===== config.mk =====
export PLATFORM = sky130hd
export DESIGN_NAME = ex_mem_stage_flat
export DESIGN_NICKNAME = d
export VERILOG_FILES = /design/src/rtl/ex_mem_stage_pkg.sv /design/src/rtl/ex_mem_stage_if.sv /design/src/rtl/ex_mem_stage_flag_reg.sv /design/src/rtl/ex_mem_stage.sv /design/src/flat_wrapper.sv
export SDC_FILE = /design/constraint.sdc
export NUM_CORES = 1
export LEC_CHECK = 0
export ABC_CLOCK_PERIOD_IN_PS = 2270
export CORE_ASPECT_RATIO = 0.9
export CORE_MARGIN = 2
export CORE_UTILIZATION = 40
export CTS_CLUSTER_DIAMETER = 30
export DETAILED_ROUTE_END_ITERATION = 10
export PLACE_DENSITY = 0.85
export REMOVE_ABC_BUFFERS = 1
export SYNTH_ARGS = -nofsm -noshare
export SYNTH_HDL_FRONTEND = slang
export SYNTH_SLANG_ARGS = --single-unit
export TNS_END_PERCENT = 30

===== constraint.sdc =====
create_clock -name clk -period 2.27 [get_ports clk]
set_clock_uncertainty 0.1 [all_clocks]
set_input_delay 0.227 -clock clk [delete_from_list [all_inputs] [get_ports clk]]
set_output_delay 0.227 -clock clk [all_outputs]
set_load 0.01 [all_outputs]

===== src/rtl/ex_mem_stage_pkg.sv =====
// Shared definitions for the EX/MEM pipeline boundary:
// opcode constants, flag bit positions and the stage state encoding.
package ex_mem_stage_pkg;

   localparam logic [3:0] OP_ADD    = 4'b0000;
   localparam logic [3:0] OP_SUB    = 4'b0001;
   localparam logic [3:0] OP_XOR    = 4'b0010;
   localparam logic [3:0] OP_RED    = 4'b0011;
   localparam logic [3:0] OP_SLL    = 4'b0100;
   localparam logic [3:0] OP_SRA    = 4'b0101;
   localparam logic [3:0] OP_ROR    = 4'b0110;
   localparam logic [3:0] OP_PADDSB = 4'b0111;
   localparam logic [3:0] OP_HLT    = 4'b1111;

   // Bit positions inside the {Z,V,N} flag vector
   localparam int FLAG_Z = 2;
   localparam int FLAG_V = 1;
   localparam int FLAG_N = 0;

   typedef enum logic {
      ST_RUN    = 1'b0,
      ST_HALTED = 1'b1
   } state_e;

   function automatic logic is_hlt(input logic [3:0] op);
      return (op == OP_HLT);
   endfunction

endpackage


===== src/rtl/ex_mem_stage_if.sv =====
// Bundle of EX-side inputs and MEM-side outputs of the EX/MEM boundary.
// master = the surrounding pipeline, slave = the ex_mem_stage block.
interface ex_mem_stage_if #(
   parameter int DATA_W = 16,
   parameter int REG_AW = 4,
   parameter int OP_W   = 4
);
   logic              ex_valid;
   logic              stall;
   logic              flush;
   logic [OP_W-1:0]   ex_opcode;
   logic [DATA_W-1:0] ex_result;
   logic              ex_ovf;
   logic [DATA_W-1:0] ex_store_data;
   logic [REG_AW-1:0] ex_rd;
   logic              ex_reg_write;
   logic              ex_mem_read;
   logic              ex_mem_write;

   logic              mem_valid;
   logic [DATA_W-1:0] mem_result;
   logic [DATA_W-1:0] mem_store_data;
   logic [REG_AW-1:0] mem_rd;
   logic              mem_reg_write;
   logic              mem_mem_read;
   logic              mem_mem_write;
   logic [2:0]        flags;
   logic              halted;
   logic              fwd_valid;
   logic [REG_AW-1:0] fwd_rd;
   logic [DATA_W-1:0] fwd_data;

   modport master (
      output ex_valid, stall, flush, ex_opcode, ex_result, ex_ovf,
             ex_store_data, ex_rd, ex_reg_write, ex_mem_read, ex_mem_write,
      input  mem_valid, mem_result, mem_store_data, mem_rd, mem_reg_write,
             mem_mem_read, mem_mem_write, flags, halted,
             fwd_valid, fwd_rd, fwd_data
   );

   modport slave (
      input  ex_valid, stall, flush, ex_opcode, ex_result, ex_ovf,
             ex_store_data, ex_rd, ex_reg_write, ex_mem_read, ex_mem_write,
      output mem_valid, mem_result, mem_store_data, mem_rd, mem_reg_write,
             mem_mem_read, mem_mem_write, flags, halted,
             fwd_valid, fwd_rd, fwd_data
   );

endinterface


===== src/rtl/ex_mem_stage_flag_reg.sv =====
// Architectural {Z,V,N} flag register. cap_i strobes an update for a real
// instruction; the opcode selects which flags are rewritten, the rest hold.
module flag_reg
   import ex_mem_stage_pkg::*;
#(
   parameter int DATA_W = 16,
   parameter int OP_W   = 4
) (
   input  logic              clk,
   input  logic              rst_n,
   input  logic              cap_i,
   input  logic [OP_W-1:0]   op_i,
   input  logic [DATA_W-1:0] result_i,
   input  logic              ovf_i,
   output logic [2:0]        flags_o
);

   logic [2:0] flags_q;
   logic [2:0] flags_d;
   logic       zero;

   assign zero = (result_i == '0);

   // Next flag value: ADD/SUB rewrite all, logic/shift ops rewrite Z only
   always_comb begin
      flags_d = flags_q;
      if (cap_i) begin
         case (op_i)
            OP_ADD, OP_SUB: begin
               flags_d[FLAG_Z] = zero;
               flags_d[FLAG_V] = ovf_i;
               flags_d[FLAG_N] = result_i[DATA_W-1];
            end
            OP_XOR, OP_SLL, OP_SRA, OP_ROR: begin
               flags_d[FLAG_Z] = zero;
            end
            default: begin
               flags_d = flags_q;
            end
         endcase
      end
   end

   // Flag storage
   always_ff @(posedge clk or negedge rst_n) begin
      if (!rst_n) begin
         flags_q <= 3'b000;
      end else begin
         flags_q <= flags_d;
      end
   end

   assign flags_o = flags_q;

endmodule


===== src/rtl/ex_mem_stage.sv =====
// EX/MEM pipeline register with flag register and sticky halt.
// Optional MEM-stage forwarding port is built when EXMEM_FWD_EN is defined;
// otherwise the fwd_* outputs are tied low.
//
// state      | meaning
// -----------+-------------------------------------------------------
// ST_RUN     | normal operation: capture / stall / flush each edge
// ST_HALTED  | HLT captured; all state frozen until rst_n asserts
module ex_mem_stage
   import ex_mem_stage_pkg::*;
#(
   parameter int DATA_W = 16,
   parameter int REG_AW = 4,
   parameter int OP_W   = 4
) (
   input  logic           clk,
   input  logic           rst_n,
   ex_mem_stage_if.slave  bus
);

   state_e            state_q;
   logic              valid_q;
   logic [DATA_W-1:0] result_q;
   logic [DATA_W-1:0] store_data_q;
   logic [REG_AW-1:0] rd_q;
   logic              reg_write_q;
   logic              mem_read_q;
   logic              mem_write_q;

   logic              capture;
   logic              ex_hlt;
   logic              flag_cap;

   // A capture edge only happens while running, with no flush and no stall
   assign capture  = (state_q == ST_RUN) && !bus.flush && !bus.stall;
   assign ex_hlt   = is_hlt(bus.ex_opcode);
   assign flag_cap = capture && bus.ex_valid;

   // Stage FSM and EX/MEM register; flush squashes control but keeps data
   always_ff @(posedge clk or negedge rst_n) begin
      if (!rst_n) begin
         state_q      <= ST_RUN;
         valid_q      <= 1'b0;
         result_q     <= '0;
         store_data_q <= '0;
         rd_q         <= '0;
         reg_write_q  <= 1'b0;
         mem_read_q   <= 1'b0;
         mem_write_q  <= 1'b0;
      end else begin
         case (state_q)
            ST_RUN: begin
               if (bus.flush) begin
                  valid_q     <= 1'b0;
                  reg_write_q <= 1'b0;
                  mem_read_q  <= 1'b0;
                  mem_write_q <= 1'b0;
               end else if (!bus.stall) begin
                  valid_q      <= bus.ex_valid;
                  result_q     <= bus.ex_result;
                  store_data_q <= bus.ex_store_data;
                  rd_q         <= bus.ex_rd;
                  // HLT travels down the pipe as a valid no-op
                  reg_write_q  <= bus.ex_valid && bus.ex_reg_write && !ex_hlt;
                  mem_read_q   <= bus.ex_valid && bus.ex_mem_read  && !ex_hlt;
                  mem_write_q  <= bus.ex_valid && bus.ex_mem_write && !ex_hlt;
                  if (bus.ex_valid && ex_hlt) begin
                     state_q <= ST_HALTED;
                  end
               end
            end
            ST_HALTED: begin
               state_q <= ST_HALTED;
            end
            default: begin
               state_q <= ST_RUN;
            end
         endcase
      end
   end

   flag_reg #(
      .DATA_W (DATA_W),
      .OP_W   (OP_W)
   ) u_flag_reg (
      .clk      (clk),
      .rst_n    (rst_n),
      .cap_i    (flag_cap),
      .op_i     (bus.ex_opcode),
      .result_i (bus.ex_result),
      .ovf_i    (bus.ex_ovf),
      .flags_o  (bus.flags)
   );

   assign bus.mem_valid      = valid_q;
   assign bus.mem_result     = result_q;
   assign bus.mem_store_data = store_data_q;
   assign bus.mem_rd         = rd_q;
   assign bus.mem_reg_write  = valid_q && reg_write_q;
   assign bus.mem_mem_read   = valid_q && mem_read_q;
   assign bus.mem_mem_write  = valid_q && mem_write_q;
   assign bus.halted         = (state_q == ST_HALTED);

`ifdef EXMEM_FWD_EN
   // Loads are excluded: their data is not known until after this stage
   assign bus.fwd_valid = valid_q && reg_write_q && (rd_q != '0) && !mem_read_q;
   assign bus.fwd_rd    = rd_q;
   assign bus.fwd_data  = result_q;
`else
   assign bus.fwd_valid = 1'b0;
   assign bus.fwd_rd    = '0;
   assign bus.fwd_data  = '0;
`endif

endmodule


===== src/flat_wrapper.sv =====
// flat-port wrapper written by rule: the top's interface ports become plain ports
module ex_mem_stage_flat import ex_mem_stage_pkg::*;
#(
   parameter int DATA_W = 16,
   parameter int REG_AW = 4,
   parameter int OP_W   = 4
)
  (clk, rst_n, bus_ex_valid, bus_stall, bus_flush, bus_ex_opcode, bus_ex_result, bus_ex_ovf, bus_ex_store_data, bus_ex_rd, bus_ex_reg_write, bus_ex_mem_read, bus_ex_mem_write, bus_mem_valid, bus_mem_result, bus_mem_store_data, bus_mem_rd, bus_mem_reg_write, bus_mem_mem_read, bus_mem_mem_write, bus_flags, bus_halted, bus_fwd_valid, bus_fwd_rd, bus_fwd_data);
  ex_mem_stage_if #(.DATA_W(DATA_W), .REG_AW(REG_AW), .OP_W(OP_W)) bus_i ();
  input  logic clk;
  input  logic rst_n;
  input wire logic [$bits(bus_i.ex_valid)-1:0] bus_ex_valid;
  input wire logic [$bits(bus_i.stall)-1:0] bus_stall;
  input wire logic [$bits(bus_i.flush)-1:0] bus_flush;
  input wire logic [$bits(bus_i.ex_opcode)-1:0] bus_ex_opcode;
  input wire logic [$bits(bus_i.ex_result)-1:0] bus_ex_result;
  input wire logic [$bits(bus_i.ex_ovf)-1:0] bus_ex_ovf;
  input wire logic [$bits(bus_i.ex_store_data)-1:0] bus_ex_store_data;
  input wire logic [$bits(bus_i.ex_rd)-1:0] bus_ex_rd;
  input wire logic [$bits(bus_i.ex_reg_write)-1:0] bus_ex_reg_write;
  input wire logic [$bits(bus_i.ex_mem_read)-1:0] bus_ex_mem_read;
  input wire logic [$bits(bus_i.ex_mem_write)-1:0] bus_ex_mem_write;
  output wire logic [$bits(bus_i.mem_valid)-1:0] bus_mem_valid;
  output wire logic [$bits(bus_i.mem_result)-1:0] bus_mem_result;
  output wire logic [$bits(bus_i.mem_store_data)-1:0] bus_mem_store_data;
  output wire logic [$bits(bus_i.mem_rd)-1:0] bus_mem_rd;
  output wire logic [$bits(bus_i.mem_reg_write)-1:0] bus_mem_reg_write;
  output wire logic [$bits(bus_i.mem_mem_read)-1:0] bus_mem_mem_read;
  output wire logic [$bits(bus_i.mem_mem_write)-1:0] bus_mem_mem_write;
  output wire logic [$bits(bus_i.flags)-1:0] bus_flags;
  output wire logic [$bits(bus_i.halted)-1:0] bus_halted;
  output wire logic [$bits(bus_i.fwd_valid)-1:0] bus_fwd_valid;
  output wire logic [$bits(bus_i.fwd_rd)-1:0] bus_fwd_rd;
  output wire logic [$bits(bus_i.fwd_data)-1:0] bus_fwd_data;
  assign bus_i.ex_valid = bus_ex_valid;
  assign bus_i.stall = bus_stall;
  assign bus_i.flush = bus_flush;
  assign bus_i.ex_opcode = bus_ex_opcode;
  assign bus_i.ex_result = bus_ex_result;
  assign bus_i.ex_ovf = bus_ex_ovf;
  assign bus_i.ex_store_data = bus_ex_store_data;
  assign bus_i.ex_rd = bus_ex_rd;
  assign bus_i.ex_reg_write = bus_ex_reg_write;
  assign bus_i.ex_mem_read = bus_ex_mem_read;
  assign bus_i.ex_mem_write = bus_ex_mem_write;
  assign bus_mem_valid = bus_i.mem_valid;
  assign bus_mem_result = bus_i.mem_result;
  assign bus_mem_store_data = bus_i.mem_store_data;
  assign bus_mem_rd = bus_i.mem_rd;
  assign bus_mem_reg_write = bus_i.mem_reg_write;
  assign bus_mem_mem_read = bus_i.mem_mem_read;
  assign bus_mem_mem_write = bus_i.mem_mem_write;
  assign bus_flags = bus_i.flags;
  assign bus_halted = bus_i.halted;
  assign bus_fwd_valid = bus_i.fwd_valid;
  assign bus_fwd_rd = bus_i.fwd_rd;
  assign bus_fwd_data = bus_i.fwd_data;
  ex_mem_stage #(.DATA_W(DATA_W), .REG_AW(REG_AW), .OP_W(OP_W)) u_core (.clk(clk), .rst_n(rst_n), .bus(bus_i));
endmodule

==> impl_metrics.ini <==
[global_routing]
overflow = 0
grt_use_total = 0.148
antenna_found_initial = 0
grt_max_degree = 45
grt_pass1_vias = 1328
grt_pass1_wl_um = 6230

[clock_tree]
htree_num_levels = 2
clock-sinks = 44
cts_tree = built
clk_path_buf_depth = 2
clock_latency_ps = 280
post_cts_buffers = 0
cts_resized = 0
cts_root_buf = clkbuf_8
numCtsBuffers = 5
clk_pin_slew_ps = 80

[critical_path]
critPathRequiredTime_ps = 1940
path_cells = and2_1 -> clkdlybuf4s50_1
r2r_start = u_core.bus.halted
cp_slowest_cell = clkdlybuf4s50_1
reg2regPathDepth = 4
r2r_setup_slack_ps = 670
slowest_delay_ps = 540
r2r_end = u_core.u_flag_reg.flags_o[1]
worstPathMaxFanout = 6
start_kind = register
crit_type = register to output port
cp-end-kind = output port
arrival_ps = 1400

[route]
ant_nets = 0
num_vias = 1314
dr.pass1.iters = 4
detail_route.vias_per_cell = 4.45
drt-total-wl_um = 3900
drcViolationCount = 0
drt_iter0_drc = 48
wl_per_cell_um = 13.2

[placed_design]
place_ws_ps = 390
place_congestion = 0.747
placed_cells = 287
dp_hpwl_um = 2960
io_buffers = 92

[synthesis]
ys_dominant_reg_cell = dfrtp_1
synth-xor-area-share = 0
ys_types = 25
synthesis.area_per_instance_sq_um = 14.1
netlist_area_sq_mm = 0.00191
synth_cells = 136
synthArstFlopShare = 1.00
synth_top_family_by_area = multiplexers
synth-simple-area-share = 0.0595
synth-edff-count = 0
yosysSeqAreaShare = 0.575
synth_compound_area_frac = 0.0314
synth_mux_area_frac = 0.229
ys_ff_latch = 44
synth_fa_ha_area_frac = 0
synth_warnings = 0

[timing]
period_minus_slack_ps = 1720
tightestPinTransition_ps = 548
worst_slack_ps = 545
timing.final.crit_share = 0.760
hold_violations = 0
final_max_slew_viol_count = 0
rsz0062_at_grt = false
setup_viol = 0
fmax_ghz = 0.580
relSlewSlack = 0.635

[floorplan]
initial_core_util = 0.424
io_pins = 114
die_h_um = 69.6
rows = 23
die_area_sq_mm = 0.00536
coreArea_sq_mm = 0.00452
die_w_um = 76.9

[finish]
insertedDiodeCount = 0
drive_gt1_frac = 0.210
syn2layout_area_growth_pct = 52.2
nets = 282
fillers = 359
stdcell_count = 295
layout_common_cells = 91 x clkdlybuf4s50_1, 44 x dfrtp_1, 36 x mux2_2
layout_commonest_cell = clkdlybuf4s50_1

[power]
power_per_cell_area_mw_per_mm2 = 733
vdd_drop_max_mv = 0.401
leakage_uw = 0.00123

[worst_hold_path]
hold_depth = 1
holdPathEnd = u_core.u_flag_reg.flags_o[1]
min_from = u_core.u_flag_reg.flags_o[1]
hold_class = register to register

[run]
cap_viol_max_count = 0

[run_status]
status = finished clean
## layer usage
layer	GRT usage	share of wire
met5	0	0
met3	0.0430	0.084
met1	0.187	0.42
met4	0.0545	0.0097
met2	0.241	0.49
## Yosys cell counts (2+ instances only)
master / n / area share
buf_2: 2 / 0.0052
a22o_1: 3 / 0.014
inv_1: 2 / 0.0039
buf_6: 2 / 0.012
nand3_2: 2 / 0.010
mux2_1: 2 / 0.012
and2_1: 3 / 0.0098
buf_4: 21 / 0.082
nor4_1: 4 / 0.013
mux2_2: 36 / 0.21
nor2_1: 2 / 0.0039
dfrtp_1: 44 / 0.58
## sequential cells by signal, indices dropped and copies added (netlist names)
| register | cells |
|---|---|
| u_core.mem_write_q | 1 |
| u_core.reg_write_q | 1 |
| u_core.mem_read_q | 1 |
| u_core.bus.mem_store_data | 16 |
| u_core.bus.mem_valid | 1 |
| u_core.bus.mem_rd | 4 |
| u_core.bus.halted | 1 |
| u_core.u_flag_reg.flags_o | 3 |
| u_core.bus.mem_result | 16 |
## worst max-delay path by stage
stage | startpoint | end | slack (ps)
after floorplan | u_core.bus.halted | u_core.u_flag_reg.flags_o[0] | -560
after global placement | bus_flush | u_core.u_flag_reg.flags_o[0] | 420
after detailed placement | bus_flush | u_core.u_flag_reg.flags_o[1] | 390
after CTS | u_core.bus.mem_valid | bus_mem_mem_write | 510
after global routing | u_core.bus.mem_valid | bus_mem_mem_write | 480
final | u_core.bus.mem_valid | bus_mem_mem_write | 550
## worst max-delay path: cells and delay by family, from the launching register on
kind                   cells  cell delay (ps)
buffers and inverters      1              540
DFF                        1              420
and+or+nand+nor            1              160
## kinds of logic after synthesis
group                  count (synthesis)
AND/OR/NAND/NOR                       17
AO/OA/AOI/OAI                          8
flip-flops                            44
buffers and inverters                 27
other                                  1
multiplexers                          39
## final cells by class
| cell class | instances | area, sq um | area share |
|---|---|---|---|
| multi-input combinational | 85 | 697 | 0.239 |
| clock inverter | 1 | 5.00 | 0.00172 |
| timing repair buffer | 95 | 953 | 0.327 |
| tap | 62 | 77.6 | 0.0266 |
| sequential | 44 | 1100 | 0.378 |
| clock buffer | 6 | 72.6 | 0.0249 |
| inverter | 2 | 7.51 | 0.00258 |
## per-stage QoR
stage                     area [sq um]   util  hold WS (ps)  setup TNS, ps  power [uW]
final                             2910  0.645           397              0        2130
after detailed placement          2830  0.626           236              0        1720
after floorplan                   1800      -          -169         -18410        1270
after CTS                         2910  0.645           398              0        2170
after global routing              2910  0.645           425              0        2250
after global placement            2830  0.626           239              0        1700
## power breakdown
part	switching [uW]	internal, uW
logic	243	442
clock network	234	209
registers	77.1	930
total	553	1580
## timing repair
item                                    CTS  global route
endpoints found under the setup margin    0             0
hold buffers                              1             0
endpoints found under the hold margin    44             0
No activity file was read; power rests on OpenSTA's default activity.
